$ cat src/rtl/pc_fetch_ctrl_if.sv
// Fetch-controller bus: PC/adder loop, imem req/ack, redirects and the decode-side instruction port.
// master = fetch controller, slave = surrounding datapath and memory.
interface pc_fetch_ctrl_if #(
  parameter int COUNT_W = 16
);
  logic [31:0]        pc_out;
  logic [31:0]        pc_plus4_in;
  logic               branch_taken;
  logic [31:0]        branch_target;
  logic               jump;
  logic [31:0]        jump_target;
  logic               stall;
  logic               imem_req;
  logic [31:0]        imem_addr;
  logic               imem_ack;
  logic [31:0]        imem_rdata;
  logic [31:0]        instr_out;
  logic [31:0]        instr_pc4_out;
  logic               instr_valid;
  logic               misalign_err;
  logic [COUNT_W-1:0] fetch_count;

  modport master (
    output pc_out, imem_req, imem_addr, instr_out, instr_pc4_out,
           instr_valid, misalign_err, fetch_count,
    input  pc_plus4_in, branch_taken, branch_target, jump, jump_target,
           stall, imem_ack, imem_rdata
  );

  modport slave (
    input  pc_out, imem_req, imem_addr, instr_out, instr_pc4_out,
           instr_valid, misalign_err, fetch_count,
    output pc_plus4_in, branch_taken, branch_target, jump, jump_target,
           stall, imem_ack, imem_rdata
  );
endinterface

$ cat src/rtl/pc_fetch_ctrl.sv
// PC register and fetch sequencer: one instruction per 2 cycles at best, +1 cycle per imem wait.
// Backpressure: stall holds the delivered instruction in HOLD; redirects override stall and drop it.
module pc_fetch_ctrl #(
  parameter logic [31:0] RESET_PC = 32'h0000_0000,
  parameter int          COUNT_W  = 16
) (
  input  logic            clk,
  input  logic            reset,
  pc_fetch_ctrl_if.master bus
);

  typedef enum logic {FETCH, HOLD} state_t;

  state_t             state, state_nxt;
  logic [31:0]        pc;
  logic [31:0]        instr;
  logic [31:0]        instr_pc4;
  logic [COUNT_W-1:0] count;
  logic               misalign;
  logic               pend;
  logic [31:0]        pend_target;

  logic               redirect;
  logic [31:0]        sel_target;
  logic [31:0]        redir_target;
  logic               req;
  logic               valid;
  logic               capture;
  logic               consume;

  assign redirect     = bus.jump | bus.branch_taken;
  assign sel_target   = bus.jump ? bus.jump_target : bus.branch_target;
  assign redir_target = {sel_target[31:2], 2'b00};

  always_ff @(posedge clk or posedge reset) begin
    if (reset) state <= FETCH;
    else       state <= state_nxt;
  end

  // An ack only delivers when no redirect is current or pending; otherwise the word is stale.
  always_comb begin
    state_nxt = state;
    req       = 1'b0;
    valid     = 1'b0;
    capture   = 1'b0;
    consume   = 1'b0;
    case (state)
      FETCH: begin
        req = 1'b1;
        if (bus.imem_ack && !redirect && !pend) begin
          capture   = 1'b1;
          state_nxt = HOLD;
        end
      end
      HOLD: begin
        valid = 1'b1;
        if (redirect) begin
          state_nxt = FETCH;
        end else if (!bus.stall) begin
          consume   = 1'b1;
          state_nxt = FETCH;
        end
      end
      default: state_nxt = FETCH;
    endcase
  end

  always_ff @(posedge clk or posedge reset) begin
    if (reset) begin
      pc          <= RESET_PC;
      instr       <= 32'h0;
      instr_pc4   <= 32'h0;
      count       <= '0;
      misalign    <= 1'b0;
      pend        <= 1'b0;
      pend_target <= 32'h0;
    end else begin
      if (redirect && (sel_target[1:0] != 2'b00))
        misalign <= 1'b1;
      if (consume)
        count <= count + COUNT_W'(1);
      if (capture) begin
        instr     <= bus.imem_rdata;
        instr_pc4 <= bus.pc_plus4_in;
        pc        <= bus.pc_plus4_in;
      end
      // PC only moves on ack while fetching; redirects without ack are parked until it arrives.
      if (state == FETCH) begin
        if (bus.imem_ack) begin
          pend <= 1'b0;
          if (redirect)  pc <= redir_target;
          else if (pend) pc <= pend_target;
        end else if (redirect) begin
          pend        <= 1'b1;
          pend_target <= redir_target;
        end
      end else if (redirect) begin
        pc <= redir_target;
      end
    end
  end

  assign bus.pc_out        = pc;
  assign bus.imem_addr     = pc;
  assign bus.imem_req      = req;
  assign bus.instr_valid   = valid;
  assign bus.instr_out     = instr;
  assign bus.instr_pc4_out = instr_pc4;
  assign bus.fetch_count   = count;
  assign bus.misalign_err  = misalign;

endmodule

$ cat src/flat_wrapper.sv
// flat-port wrapper written by rule: the top's interface ports become plain ports
module pc_fetch_ctrl_flat 
#(
  parameter logic [31:0] RESET_PC = 32'h0000_0000,
  parameter int          COUNT_W  = 16
)
  (clk, reset, bus_pc_out, bus_imem_req, bus_imem_addr, bus_instr_out, bus_instr_pc4_out, bus_instr_valid, bus_misalign_err, bus_fetch_count, bus_pc_plus4_in, bus_branch_taken, bus_branch_target, bus_jump, bus_jump_target, bus_stall, bus_imem_ack, bus_imem_rdata);
  pc_fetch_ctrl_if #(.COUNT_W(COUNT_W)) bus_i ();
  input  logic clk;
  input  logic reset;
  output wire logic [$bits(bus_i.pc_out)-1:0] bus_pc_out;
  output wire logic [$bits(bus_i.imem_req)-1:0] bus_imem_req;
  output wire logic [$bits(bus_i.imem_addr)-1:0] bus_imem_addr;
  output wire logic [$bits(bus_i.instr_out)-1:0] bus_instr_out;
  output wire logic [$bits(bus_i.instr_pc4_out)-1:0] bus_instr_pc4_out;
  output wire logic [$bits(bus_i.instr_valid)-1:0] bus_instr_valid;
  output wire logic [$bits(bus_i.misalign_err)-1:0] bus_misalign_err;
  output wire logic [$bits(bus_i.fetch_count)-1:0] bus_fetch_count;
  input wire logic [$bits(bus_i.pc_plus4_in)-1:0] bus_pc_plus4_in;
  input wire logic [$bits(bus_i.branch_taken)-1:0] bus_branch_taken;
  input wire logic [$bits(bus_i.branch_target)-1:0] bus_branch_target;
  input wire logic [$bits(bus_i.jump)-1:0] bus_jump;
  input wire logic [$bits(bus_i.jump_target)-1:0] bus_jump_target;
  input wire logic [$bits(bus_i.stall)-1:0] bus_stall;
  input wire logic [$bits(bus_i.imem_ack)-1:0] bus_imem_ack;
  input wire logic [$bits(bus_i.imem_rdata)-1:0] bus_imem_rdata;
  assign bus_pc_out = bus_i.pc_out;
  assign bus_imem_req = bus_i.imem_req;
  assign bus_imem_addr = bus_i.imem_addr;
  assign bus_instr_out = bus_i.instr_out;
  assign bus_instr_pc4_out = bus_i.instr_pc4_out;
  assign bus_instr_valid = bus_i.instr_valid;
  assign bus_misalign_err = bus_i.misalign_err;
  assign bus_fetch_count = bus_i.fetch_count;
  assign bus_i.pc_plus4_in = bus_pc_plus4_in;
  assign bus_i.branch_taken = bus_branch_taken;
  assign bus_i.branch_target = bus_branch_target;
  assign bus_i.jump = bus_jump;
  assign bus_i.jump_target = bus_jump_target;
  assign bus_i.stall = bus_stall;
  assign bus_i.imem_ack = bus_imem_ack;
  assign bus_i.imem_rdata = bus_imem_rdata;
  pc_fetch_ctrl #(.RESET_PC(RESET_PC), .COUNT_W(COUNT_W)) u_core (.clk(clk), .reset(reset), .bus(bus_i));
endmodule
$ cat config.mk
export PLATFORM = sky130hd
export DESIGN_NAME = pc_fetch_ctrl_flat
export DESIGN_NICKNAME = d
export VERILOG_FILES = /design/src/rtl/pc_fetch_ctrl_if.sv /design/src/rtl/pc_fetch_ctrl.sv /design/src/flat_wrapper.sv
export SDC_FILE = /design/constraint.sdc
export NUM_CORES = 1
export LEC_CHECK = 0
export BUFFER_PORTS_ARGS = -buffer_cell sky130_fd_sc_hd__buf_2
export CORE_AREA = 4 4 128 130
export DETAILED_ROUTE_END_ITERATION = 16
export DIE_AREA = 0 0 132 134
export PLACE_DENSITY = 0.71
export SKIP_CTS_REPAIR_TIMING = 1
export SYNTH_ARGS = -nofsm -noshare
export SYNTH_HDL_FRONTEND = slang
export SYNTH_SLANG_ARGS = --single-unit
$ cat constraint.sdc
create_clock -name clk -period 8.3 [get_ports clk]
set_input_delay 0.415 -clock clk [delete_from_list [all_inputs] [get_ports clk]]
set_output_delay 0.415 -clock clk [all_outputs]
set_load 0.01 [all_outputs]
==> impl_metrics.ini <==
[status]
status = finished, final reports clean

[timing]
fin_setup_tns_ns = 0
hold_violations = 0
clock.fmax_mhz = 452
fin_skew_ns = 0.00579
slew_viol_final = 0
slew_headroom_pct = 25.9
report.final.setup_viol = 0
whs_ns = 0.157
worst_pin_slew_ns = 1.11
finalCritPeriodShare_pct = 26.7
rsz0062_at_grt = no
final.min_clock_period_ns = 2.21

[clocking]
root_buffer = clkbuf_16
numCtsBuffers = 17
htree_num_levels = 4
clk_pin_slew_worst_paths_ns = 0.06
clk_latency_ns = 0.42
cts_buffer_depth = 2
cts_tree = built
cts_sinks = 145

[setup_path]
timing.rr.start = u_core.state$_DFF_PP0_
critPathMaxFanout = 66
r2r_cells = 5
required_ns = 8.55
arrival_ns = 2.46
cp-start-kind = input port
critical_path_class = input port to flop
endpoint_kind = flop
crit_start = bus_jump
critical_path.endpoint = u_core.bus.imem_addr[17]$_DFF_PP0_
reg2reg_to = u_core.pend_target[25]$_DFFE_PP0P_
reg2reg_setup_slack_ns = 6.13

[floorplan]
initial_core_util_pct = 44.3
core_area_um2 = 15100
die_w_um = 132
ios = 281
die_y_um = 134
rows = 45
die_area_um2 = 17700

[power]
p_per_area_nw_per_um2 = 242
ir_worst_vdd_uv = 142
p_leak_nw = 4.73

[detailed_routing]
first_pass_iters = 5
antenna_left = 0
wl_per_cell_um = 16.8
avgViaCountPerCell = 5.08
route.final.wire_length_um = 18800
detail_route.iter0.violations = 260
vias = 5688
drc = 0

[final_layout]
nets = 1052
regArea_um2 = 3630
final_cell_mix = buf_2, nand2_1, dfrtp_1
filler_cell_count = 1393
final_area_um2 = 8550
drive_gt1_share_pct = 35.3
final_common_cell = buf_2
fin_cells = 1119
syn_to_final_growth_pct = 27.4
multi_input_area_um2 = 2640

[placement]
routabilityCongestion = 0.789
dp_hpwl_um = 12900
dpl-instance-area_um2 = 7970
port_buffers = 280
numPlacedInstances = 1086

[logic_synthesis]
synth_top_cell_area_share_pct = 54.1
synth_fp_nets = 823
ys_top_cells_by_area = dfrtp_1, nand2_1, mux2i_1
syn_area_um2 = 6710
synth_cell_type_count = 31
yosys_warnings = 0
synth.largest_area_cell = dfrtp_1
ys_seq_area_share_pct = 54.1
synth-seq-cells = 145
syn-mean-instance-area_um2 = 9.75
synthCells = 688

[global_routing]
grt_usage_pct = 20.8
grt_antenna_before_repair = 2
grt_pass1_wl_um = 29300
grt-ovfl-total = 0
grt_start_max_net_pins = 90
grt_pass1_vias = 5553

[job]
max_cap_viol_count = 0

[hold_path]
min_path_type = input port to asynchronous set/reset pin
==> metal layers <==
metal / vias to the layer above / GRT usage (%) / wire length (µm)
met5: - / 0 / 13
met3: 8 / 4.73 / 1070
li1: 2763 / - / -
met2: 191 / 34.6 / 9300
met1: 2724 / 27.6 / 8230
met4: 2 / 5.43 / 136
==> critical path, stage by stage <==
cell and delay (ns):
buf_4 0.67, nor2_4 0.13, nand4b_1 0.16, buf_4 0.61, mux2i_1 0.27, o221ai_1 0.13
==> per-stage QoR <==
| step | worst slack, ns | power [W] | util [%] |
|---|---|---|---|
| after global placement | 5.68 | 0.00133 | 52.6 |
| after CTS | 6.07 | 0.00209 | 56.4 |
| final | 6.09 | 0.00207 | 56.4 |
| after global routing | 5.89 | 0.00217 | 56.4 |
| after floorplan | 3.99 | 0.00116 | - |
| after detailed placement | 5.61 | 0.00134 | 52.6 |
==> area by class of cell <==
class / instances / area share [%]
antenna: 1 / 0.0293
clock buffer: 18 / 5.02
clock inverter: 14 / 1.67
inverter: 4 / 0.234
multi-input combinational: 463 / 30.9
sequential: 145 / 42.4
tap: 188 / 2.75
timing repair buffer: 286 / 16.9
==> kinds of logic after synthesis <==
logic type / Yosys count / synth area share [%]
flip-flops: 145 / 54.1
multiplexers: 61 / 9.12
buffers and inverters: 80 / 7.16
adder cells (fa/ha/maj): 1 / 0.186
AND/OR/NAND/NOR: 287 / 17.2
AO/OA/AOI/OAI: 99 / 10.3
XOR/XNOR: 15 / 1.96
==> registers in the layout, indices dropped and copies added (netlist names) <==
name and flops:
u_core.bus.fetch_count 16, u_core.bus.instr_out 32, u_core.bus.imem_addr 32, u_core.bus.instr_pc4_out 32, u_core.pend_target 30, u_core.state 1, u_core.pend 1, u_core.bus.misalign_err 1
==> cell usage after synthesis (all sizes together) <==
master and n:
a21oi 4, a22oi 30, a31o 1, and3 1, and4 2, and4b 1
buf 59, clkbuf 17, dfrtp 145, ha 1, inv 4, mux2 1
mux2i 60, nand2 261, nand3 5, nand4 5, nand4b 1, nor2 7
nor2b 1, nor3 2, nor4b 1, o211ai 1, o21ai 33, o221ai 30
xnor2 12, xor2 3
==> how the worst min path moves through the flow <==
stage                                          from                              endpoint  slack (ns)  depth (start not counted)
3_5_place_dp   u_core.bus.instr_out[25]$_DFFE_PP0N_  u_core.bus.instr_out[25]$_DFFE_PP0N_        0.46                          2
5_1_grt                           bus_imem_rdata[8]   u_core.bus.instr_out[8]$_DFFE_PP0N_        0.18                          3
3_3_place_gp   u_core.bus.instr_out[15]$_DFFE_PP0N_  u_core.bus.instr_out[15]$_DFFE_PP0N_        0.45                          2
4_1_cts                          bus_imem_rdata[24]  u_core.bus.instr_out[24]$_DFFE_PP0N_        0.17                          3
6_report                                      reset  u_core.bus.instr_out[24]$_DFFE_PP0N_        0.16                          2
2_1_floorplan    u_core.pend_target[10]$_DFFE_PP0P_    u_core.pend_target[10]$_DFFE_PP0P_        0.45                          2
==> power by group <==
group	internal, W	switching, W
Combinational	0.000180	0.000243
Clock	0.000441	0.000302
Sequential	0.000828	0.0000730
Total	0.00145	0.000618
No activity file was read; power rests on OpenSTA's default activity.
